`src/rtl/hc_sr04_pkg.sv`:
```
// Shared types and timing defaults for the HC-SR04 multi-channel scanner.
// Default constants assume a 50 MHz system clock.
package hc_sr04_pkg;

    typedef enum logic [2:0] {
        IDLE,
        TRIG,
        WAIT_RISE,
        MEAS,
        GUARD
    } state_e;

    localparam int DEF_NUM_CH      = 4;
    localparam int DEF_MAX_RANGE   = 400;
    localparam int DEF_CCL_SZ      = 2941;
    localparam int DEF_TRIG_CYC    = 500;
    localparam int DEF_RISE_TO_CYC = 1_500_000;
    localparam int DEF_GUARD_CYC   = 3_000_000;

    // Bits needed to index n distinct values, never less than one bit.
    function automatic int idx_width(input int n);
        return (n > 1) ? $clog2(n) : 1;
    endfunction

endpackage

```
`src/rtl/hc_sr04_scanner_echo_meter.sv`:
```
// Echo pulse meter: edge detection on the selected, already-synchronised echo,
// a CCL_SZ-clock prescaler and a saturating centimetre counter.
module echo_meter
    import hc_sr04_pkg::*;
#(
    parameter int CCL_SZ    = DEF_CCL_SZ,
    parameter int MAX_RANGE = DEF_MAX_RANGE,
    parameter int DST_SZ    = idx_width(MAX_RANGE + 1)
) (
    input  logic              clk_i,
    input  logic              rst_ni,
    input  logic              echo_i,
    input  logic              start_i,
    input  logic              en_i,
    output logic [DST_SZ-1:0] cm_o,
    output logic              sat_o,
    output logic              rise_o,
    output logic              fall_o
);

    localparam int PSC_SZ = idx_width(CCL_SZ);

    logic              echo_q;
    logic [PSC_SZ-1:0] psc_q, psc_d;
    logic [DST_SZ-1:0] cm_q, cm_d;

    // The counter freezes once saturated so the owner can read MAX_RANGE back.
    always_comb begin
        psc_d = psc_q;
        cm_d  = cm_q;
        if (start_i) begin
            psc_d = '0;
            cm_d  = '0;
        end else if (en_i && !sat_o) begin
            if (psc_q == PSC_SZ'(CCL_SZ - 1)) begin
                psc_d = '0;
                cm_d  = cm_q + DST_SZ'(1);
            end else begin
                psc_d = psc_q + PSC_SZ'(1);
            end
        end
    end

    always_ff @(posedge clk_i or negedge rst_ni) begin
        if (!rst_ni) begin
            echo_q <= 1'b0;
            psc_q  <= '0;
            cm_q   <= '0;
        end else begin
            echo_q <= echo_i;
            psc_q  <= psc_d;
            cm_q   <= cm_d;
        end
    end

    assign cm_o   = cm_q;
    assign sat_o  = (cm_q == DST_SZ'(MAX_RANGE));
    assign rise_o = echo_i & ~echo_q;
    assign fall_o = ~echo_i & echo_q;

endmodule

```
`src/rtl/hc_sr04_scanner.sv`:
```
// Round-robin HC-SR04 scanner: triggers each sensor in turn and publishes a distance bank.
// Define HC_SR04_AVG_EN to average each in-range result with the previous in-range one.
module hc_sr04_scanner
    import hc_sr04_pkg::*;
#(
    parameter int NUM_CH      = DEF_NUM_CH,
    parameter int MAX_RANGE   = DEF_MAX_RANGE,
    parameter int CCL_SZ      = DEF_CCL_SZ,
    parameter int TRIG_CYC    = DEF_TRIG_CYC,
    parameter int RISE_TO_CYC = DEF_RISE_TO_CYC,
    parameter int GUARD_CYC   = DEF_GUARD_CYC,
    localparam int DST_SZ     = idx_width(MAX_RANGE + 1),
    localparam int CH_SZ      = idx_width(NUM_CH)
) (
    input  logic                     CLK,
    input  logic                     RST_n,
    input  logic                     I_EN,
    input  logic [NUM_CH-1:0]        I_ECHO,
    output logic [NUM_CH-1:0]        O_TRIG,
    output logic [NUM_CH*DST_SZ-1:0] O_DST,
    output logic [NUM_CH-1:0]        O_OOR,
    output logic                     O_VLD,
    output logic [CH_SZ-1:0]         O_CH,
    output logic                     O_FL
);

    localparam int CNT_MAX_A = (TRIG_CYC > RISE_TO_CYC) ? TRIG_CYC : RISE_TO_CYC;
    localparam int CNT_MAX   = (CNT_MAX_A > GUARD_CYC) ? CNT_MAX_A : GUARD_CYC;
    localparam int CNT_W     = idx_width(CNT_MAX);

    logic [NUM_CH-1:0]        sync1_q, sync2_q;
    state_e                   state_q, state_d;
    logic [CNT_W-1:0]         cnt_q, cnt_d;
    logic [CH_SZ-1:0]         ch_q, ch_d;
    logic [NUM_CH*DST_SZ-1:0] dst_q, dst_d;
    logic [NUM_CH-1:0]        oor_q, oor_d;
    logic                     vld_q, vld_d;

    logic              echo_sel;
    logic              meter_start, meter_en;
    logic              echo_rise, echo_fall, cm_sat;
    logic [DST_SZ-1:0] cm_val;
    logic              wr, wr_oor;
    logic [DST_SZ-1:0] wr_raw, wr_val, old_val;

    // Two-flop synchronisers on every echo line; only the selected one is consumed.
    always_ff @(posedge CLK or negedge RST_n) begin
        if (!RST_n) begin
            sync1_q <= '0;
            sync2_q <= '0;
        end else begin
            sync1_q <= I_ECHO;
            sync2_q <= sync2_q == sync2_q ? sync1_q : sync1_q;
        end
    end

    assign echo_sel = sync2_q[ch_q];
    assign meter_en = (state_q == MEAS);

    echo_meter #(
        .CCL_SZ    (CCL_SZ),
        .MAX_RANGE (MAX_RANGE),
        .DST_SZ    (DST_SZ)
    ) u_meter (
        .clk_i   (CLK),
        .rst_ni  (RST_n),
        .echo_i  (echo_sel),
        .start_i (meter_start),
        .en_i    (meter_en),
        .cm_o    (cm_val),
        .sat_o   (cm_sat),
        .rise_o  (echo_rise),
        .fall_o  (echo_fall)
    );

    // Saturation is tested before the falling edge so a tie reports out-of-range.
    always_comb begin
        state_d     = state_q;
        cnt_d       = cnt_q;
        ch_d        = ch_q;
        meter_start = 1'b0;
        wr          = 1'b0;
        wr_oor      = 1'b0;
        wr_raw      = '0;
        unique case (state_q)
            IDLE: begin
                if (I_EN) begin
                    state_d = TRIG;
                    cnt_d   = '0;
                end
            end
            TRIG: begin
                if (cnt_q == CNT_W'(TRIG_CYC - 1)) begin
                    state_d = WAIT_RISE;
                    cnt_d   = '0;
                end else begin
                    cnt_d = cnt_q + CNT_W'(1);
                end
            end
            WAIT_RISE: begin
                if (echo_rise) begin
                    state_d     = MEAS;
                    meter_start = 1'b1;
                end else if (cnt_q == CNT_W'(RISE_TO_CYC - 1)) begin
                    state_d = GUARD;
                    cnt_d   = '0;
                    wr      = 1'b1;
                    wr_oor  = 1'b1;
                    wr_raw  = DST_SZ'(MAX_RANGE);
                end else begin
                    cnt_d = cnt_q + CNT_W'(1);
                end
            end
            MEAS: begin
                if (cm_sat) begin
                    state_d = GUARD;
                    cnt_d   = '0;
                    wr      = 1'b1;
                    wr_oor  = 1'b1;
                    wr_raw  = DST_SZ'(MAX_RANGE);
                end else if (echo_fall) begin
                    state_d = GUARD;
                    cnt_d   = '0;
                    wr      = 1'b1;
                    wr_raw  = cm_val;
                end
            end
            GUARD: begin
                if (cnt_q != CNT_W'(GUARD_CYC - 1)) begin
                    cnt_d = cnt_q + CNT_W'(1);
                end else if (!echo_sel) begin
                    cnt_d   = '0;
                    ch_d    = (ch_q == CH_SZ'(NUM_CH - 1)) ? '0 : ch_q + CH_SZ'(1);
                    state_d = I_EN ? TRIG : IDLE;
                end
            end
            default: begin
                state_d = IDLE;
                cnt_d   = '0;
            end
        endcase
    end

    assign old_val = dst_q[int'(ch_q)*DST_SZ +: DST_SZ];

`ifdef HC_SR04_AVG_EN
    logic [NUM_CH-1:0] hist_q, hist_d;
    logic [DST_SZ:0]   avg_sum;

    // hist marks channels whose stored value is an in-range result worth averaging with.
    always_comb begin
        avg_sum = {1'b0, old_val} + {1'b0, wr_raw} + (DST_SZ + 1)'(1);
        wr_val  = wr_raw;
        hist_d  = hist_q;
        if (wr) begin
            if (!wr_oor && hist_q[ch_q]) begin
                wr_val = avg_sum[DST_SZ:1];
            end
            hist_d[ch_q] = !wr_oor;
        end
    end

    always_ff @(posedge CLK or negedge RST_n) begin
        if (!RST_n) begin
            hist_q <= '0;
        end else begin
            hist_q <= hist_d;
        end
    end
`else
    always_comb begin
        wr_val = wr_raw;
    end
`endif

    always_comb begin
        dst_d = dst_q;
        oor_d = oor_q;
        vld_d = wr;
        if (wr) begin
            dst_d[int'(ch_q)*DST_SZ +: DST_SZ] = wr_val;
            oor_d[ch_q]                        = wr_oor;
        end
    end

    always_ff @(posedge CLK or negedge RST_n) begin
        if (!RST_n) begin
            state_q <= IDLE;
            cnt_q   <= '0;
            ch_q    <= '0;
            dst_q   <= '0;
            oor_q   <= '0;
            vld_q   <= 1'b0;
        end else begin
            state_q <= state_d;
            cnt_q   <= cnt_d;
            ch_q    <= ch_d;
            dst_q   <= dst_d;
            oor_q   <= oor_d;
            vld_q   <= vld_d;
        end
    end

    always_comb begin
        O_TRIG = '0;
        if (state_q == TRIG) begin
            O_TRIG[ch_q] = 1'b1;
        end
    end

    assign O_DST = dst_q;
    assign O_OOR = oor_q;
    assign O_VLD = vld_q;
    assign O_CH  = ch_q;
    assign O_FL  = (state_q != IDLE);

endmodule

```
`config.mk`:
```
export PLATFORM = sky130hd
export DESIGN_NAME = hc_sr04_scanner
export DESIGN_NICKNAME = d
export VERILOG_FILES = /design/src/rtl/hc_sr04_pkg.sv /design/src/rtl/hc_sr04_scanner_echo_meter.sv /design/src/rtl/hc_sr04_scanner.sv
export SDC_FILE = /design/constraint.sdc
export NUM_CORES = 1
export LEC_CHECK = 0
export ABC_AREA = 1
export BUFFER_PORTS_ARGS = -buffer_cell sky130_fd_sc_hd__buf_2
export CORE_MARGIN = 5
export CORE_UTILIZATION = 25
export CTS_BUF_LIST = sky130_fd_sc_hd__clkbuf_8
export DETAILED_ROUTE_END_ITERATION = 8
export HOLD_SLACK_MARGIN = 0.12
export SYNTH_ARGS = -nofsm -noshare
export SYNTH_HDL_FRONTEND = slang
export SYNTH_SLANG_ARGS = --single-unit
```
`constraint.sdc`:
```
create_clock -name CLK -period 3.4 [get_ports CLK]
set_input_delay 0.17 -clock CLK [delete_from_list [all_inputs] [get_ports CLK]]
set_output_delay 0.17 -clock CLK [all_outputs]
set_load 0.02 [all_outputs]
```
# --- Word-level counts from Yosys, hierarchy flattened ---
# Cells that the tools add are included.
totals:
  ff_bits: 98
  output_inout_bits: 48
  in_bits: 7
  word_cells: 102
classes:
  n_addsub: 5
  n_eq_ne: 18
  n_bitwise: 5
  reduce_logical: 11
  order_cmp: 2
  n_shift: 2
  mul: 1
  n_mux: 47
op_table:
  columns: ["operator", "count"]
  rows:
  - ["2-to-1 mux 22 bit", 8]
  - ["one-hot mux 22 bit (5 select lines)", 1]
  - ["2-to-1 mux 9 bit", 7]
  - ["bitwise mux 36 bit", 1]
  - ["2-to-1 mux 12 bit", 3]
  - ["variable shift 9 x 33 -> 36 bit, first input constant", 1]
  - ["variable part select 9 x 33 -> 36 bit", 1]
  - ["negation 6 -> 33 bit", 1]
  - ["2-to-1 mux 3 bit", 8]
  - ["adder 22 x 1 -> 22 bit, second input constant", 1]
  - ["equality test 22 x 21 -> 1 bit, second input constant", 1]
  - ["equality test 22 x 9 -> 1 bit, second input constant", 1]
  - ["!= test 22 bit, second input constant", 1]
  - ["one-hot mux 9 bit (2 select lines)", 1]
  - ["one-hot mux 3 bit (5 select lines)", 1]
  - ["adder 12 x 1 -> 12 bit, second input constant", 1]
  - ["equality test 12 bit, second input constant", 1]
  - ["2-to-1 mux 1 bit", 10]
  - ["!= test 2 bit, second input constant", 5]
  - ["adder 9 x 1 -> 9 bit, second input constant", 1]
  - ["equality test 9 bit, second input constant", 1]
  - ["!= test 3 bit, second input constant", 3]
  - ["equality test 3 x 2 -> 1 bit, second input constant", 2]
  - ["multiplier 2 x 4 -> 6 bit, second input constant", 1]
  - ["23 further kinds", 29]

# --- Longest topological paths before layout ---
depth:
  ltp_word: 9
  depth_mapped: 13
  ltp_nobuf: 12

# --- By module ---
# A second synthesis with hierarchy kept.
hier_totals:
  hier_cells: 846
  hier_area_um2: 5954.5
modules_own_cells:
  columns: ["module", "instances", "seq_area_each_um2", "cells_per_inst", "area_per_inst_um2"]
  rows:
  - ["hc_sr04_scanner", 1, 1901.8, 643, 4575.6]
  - ["echo_meter", 1, 550.5, 203, 1378.8]

# --- Worst setup path after synthesis ---
# No wires, ideal clock.
synth_path:
  path_kind: "register to register"
  start: "register ch_q[0] (netlist: O_CH[0])"
  end: "register dst_q[0] (netlist: O_DST[0])"
  stages_incl_launch_ff: 7
  synth_period_minus_slack_ps: 2303
  slack_ps: 1097
  arrival_ps: 2229
  cell_sequence: "dfrtp_1 inv_2 clkbuf_1 ha_1 nor3_1 nand2_1 o21ai_2"
synth_via:
  elab_chain_cells: 9
synth_rtl:
  columns: ["element", "line", "source"]
  rows:
  - ["start, declared", "hc_sr04_scanner.sv:34", "logic [CH_SZ-1:0] ch_q, ch_d;"]
  - ["start signal, assigned", "hc_sr04_scanner.sv:197", "ch_q <= ch_d;"]
  - ["parallel branches: the longest is 9 deep, another holds negation 6 -> 33 bit", null, null]
  - ["end signal, assigned", "hc_sr04_scanner.sv:198", "dst_q <= dst_d;"]
  - ["end, declared", "hc_sr04_scanner.sv:35", "logic [NUM_CH*DST_SZ-1:0] dst_q, dst_d;"]
# Several ways; the timed one is not identified. The select of a mux whose other input is x is not followed.
# A chain may end at the register's enable or synchronous reset.

# --- Worst setup path in the final report ---
layout_path:
  start: "register cnt_q[0]"
  end: "register cnt_q[12]"
layout_via:
  elab_chain_cells: 4
layout_rtl:
  columns: ["element", "line", "source"]
  rows:
  - ["start, declared", "hc_sr04_scanner.sv:33", "logic [CNT_W-1:0] cnt_q, cnt_d;"]
  - ["start signal, assigned", "hc_sr04_scanner.sv:196", "cnt_q <= cnt_d;"]
  - ["adder 22 x 1 -> 22 bit or equality test 22 x 21 -> 1 bit (tied branches)", null, null]
  - ["2-to-1 mux 22 bit", "hc_sr04_scanner.sv:104", "end else if (cnt_q == CNT_W'(RISE_TO_CYC - 1)) begin"]
  - ["2-to-1 mux 22 bit", "hc_sr04_scanner.sv:101", "if (echo_rise) begin"]
  - ["one-hot mux 22 bit (5 select lines)", "hc_sr04_scanner.sv:85", "unique case (state_q)"]
# Several ways; a longest one is shown, not always the timed one. The select of a mux whose other input is x is not followed.

==> key figures <==
Job
  – Number of max-cap violations: 0

Route
  – DRT Pass-1 Iters: 5
  – Vias per cell: 4.608
  – Detailed Route Iter0 Violations: 461
  – Via count: 5483
  – Antenna Nets Post-Route: 0
  – # DRC: 0
  – Wire per inst: 13.98 µm
  – Post-Route WL: 16630 µm

Layout
  – Synthesis-to-layout area growth: 15.00%
  – Antenna diodes: 0
  – Non-filler instance count after layout: 1190
  – Nets: 886
  – Final core utilization: 28.99%
  – Share of layout cells above drive strength 1: 13.66%

Setup path
  – Critical path's largest stage delay: 490 ps
  – Critical path class: reg -> reg
  – Critical Path AT: 2820 ps
  – Startpoint Class: flop
  – Crit-path slowest cell: dfrtp_1
  – Crit. End Element: flop
  – Max Fanout on Critical Path: 30
  – Buf+Inv Stages, Crit Path: 2
  – Largest delay share family, worst path: simple AND/OR/NAND/NOR gates
  – Critical path, cell by cell: ha_1 > nand2_2 > inv_1 > nand2_1 > nor2_2 > nand3_1 > nor2_1 > nor2_1 > nand2_2 > inv_2 > nand2_1 > o21ai_1
  – Data required, critical path: 3710 ps

Timing
  – Fin. Hold Viols: 0
  – Setup TNS: 0 ps
  – Max-Slew Margin vs Limit: 32.77%
  – Setup violators final: 0
  – Final period util: 73.80%
  – Max frequency: 0.3985 GHz
  – RSZ-0062 raised after global routing: no
  – Fin crit period: 2509 ps
  – Setup Skew: 12.19 ps
  – Worst Max-Slew Pin Slew: 1008 ps
  – Final Max Tran Viols: 0

Global route
  – Vias in the first global route: 5199
  – Initial antenna violation count: 0
  – Largest net degree at the start of global routing: 61
  – First-pass GRT wire length: 26970 µm
  – Total GRT Usage: 12.52%
  – Total congestion overflow: 0

Clock tree
  – CTS Sinks: 98
  – Cts repair resizes: 0
  – CTS Root Cell: clkbuf_8
  – Max clock buf depth: 2
  – Worst skew pair latency: 390 ps
  – TritonCTS buffer count: 9
  – CTS tree: done
  – H-tree depth: 3
  – CTS clk-pin slew, worst paths: 110 ps

Floorplan
  – Number of core rows: 56
  – Io pins: 55
  – Height of the die: 163.2 µm
  – Die ar.: 26620 µm²
  – Die width: 163.2 µm
  – Initial core utilization: 25.21%
  – Core footprint: 23260 µm²

Yosys
  – Synth top area share: 41.82%
  – Top post-synthesis cells by area: dfrtp_1 (42%), nand2_1 (16%), nand3_1 (7.5%)
  – Warnings, synthesis: 0
  – Adder-Cell Fraction of Synth Area: 2.774%
  – Count leader, synth: nand2_1
  – Top cell type by total area after synthesis: dfrtp_1
  – Sequential share of the synthesized area: 41.82%
  – Yosys reg bits: 98
  – Distinct cell type count after synthesis: 38
  – Syn Inst Count: 810
  – Post-Synth Simple-Gate Area: 39.75%
  – Multiplexer share of the synthesized area: 0.1707%
  – FFs w/ async S/R, synth: 100.0%
  – Compound-Gate Fraction of Synth Area: 6.721%
  – Main combinational cell family by area after synthesis: simple AND/OR/NAND/NOR gates
  – Syn_area_per_cell: 7.240 µm²
  – Synthesized area: 5864 µm²
  – Synth Flop Type: dfrtp_1
  – Post-Synthesis Net Count: 830
  – Synth Area in XOR/XNOR: 1.792%
  – Leading cell types by count after synthesis: nand2_1 (256), dfrtp_1 (98), nand3_1 (88)
  – Number of synthesized flops with an enable pin: 0

Power and ir drop
  – Pwr/cell area: 438.2 nW/µm²
  – Overall Power: 2.955 mW
  – Lkg Pwr: 3.228 nW
  – VDD IR max: 0.2418 mV

Placed design
  – # placed instances: 1169
  – Placed wire-length estimate: 12300 µm
  – Placer Congestion: 0.9673
  – Port buffer count: 54

Outcome
  – Status: finished clean

Hold path
  – Worst min path class: in -> reg
-- placed cells by master (no fill, tap or decap), drive strengths merged --
cell and instances:
nand4 28, clkbuf 9, xor2 12, o211ai 1, nand3 92, clkinv 2
dlygate4sd3 5, dfrtp 98, ha 13, o21ai 54, bufinv 1, and2 3
nor3 25, a21oi 10, nand3b 2, mux2i 1, a31oi 1, nor2 95
o21bai 1, inv 84, nand2 269, o21a 1, a32oi 1, o22ai 1
buf 60, nor3b 1, clkinvlp 1
-- flip-flops by register name, indices dropped and copies added, names as in the netlist --
| register | cells |
|---|---|
| O_CH | 2 |
| sync2_q | 4 |
| u_meter.echo_q | 1 |
| u_meter.psc_q | 12 |
| u_meter.cm_o | 9 |
| sync1_q | 4 |
| O_DST | 36 |
| O_OOR | 4 |
| state_q | 3 |
| cnt_q | 22 |
| O_VLD | 1 |
-- logic make-up (layout without fill, tap and decap cells) --
logic type	after synthesis	after routing
buffers and inverters	101	162
adders and majority gates	13	13
and+or+nand+nor	515	515
AOI/OAI and AO/OA	70	70
DFF	98	98
xor gates and xnor gates	12	12
muxes	1	1
-- power by group --
group	total, mW	internal [mW]	leakage, nW	switching, mW
Sequential	1.32	1.24	1.34	0.0839
Combinational	0.788	0.196	1.79	0.591
Clock	0.843	0.361	0.107	0.482
-- what timing repair did --
action | 4_1_cts | 5_1_grt
buffers inserted | 0 | 0
endpoints found under the setup margin | 0 | 0
hold endpoints to repair | 62 | 0
hold buffers | 5 | 0
-- routing by layer --
metal  up-vias  track usage, %  wire, µm
li1       2725               -         -
met1      2609           17.04      7697
met2       133           20.08      7811
met3        16           3.280       942
met4         0           2.783       180
met5         -               0         0
-- worst paths after layout --
check                                 from         end  slack, ps  depth (start not counted)
worst max register to register    cnt_q[0]   cnt_q[12]        890                         12
worst max-delay path              cnt_q[0]   cnt_q[12]        890                         12
worst min-delay path                  I_EN  state_q[0]        200                          5
worst min register to register  sync1_q[2]  sync2_q[2]        360                          0
min in group asynchronous            RST_n   cnt_q[16]        430                          2
max in group asynchronous            RST_n    O_DST[5]       2190                          3
-- area by class of cell --
cell class | instances | area, µm²
timing repair buffer | 65 | 367.9
clock buffer | 9 | 123.9
sequential | 98 | 2452
inverter | 81 | 304.0
multi-input combinational | 611 | 3003
clock inverter | 7 | 93.84
tap | 319 | 399.1
fill | 2564 | 16520
-- worst register-to-register path: stages, from the launching register on --
cell and delay [ps]:
dfrtp_1 490, ha_1 320, nand2_2 120, inv_1 60, nand2_1 100, nor2_2 60, nand3_1 150, nor2_1 60
nor2_1 180, nand2_2 220, inv_2 460, nand2_1 130, o21ai_1 90
-- metrics by stage --
stage,area [µm²],worst slack [ps],hold WS (ps)
after global routing,6744,558.5,220.5
final,6744,890.8,195.5
after global placement,6476,931.0,279.5
after floorplan,5864,1097,-125.6
after detailed placement,6476,934.1,279.8
after CTS,6744,906.9,180.5
No activity file was read; power rests on OpenSTA's default activity.
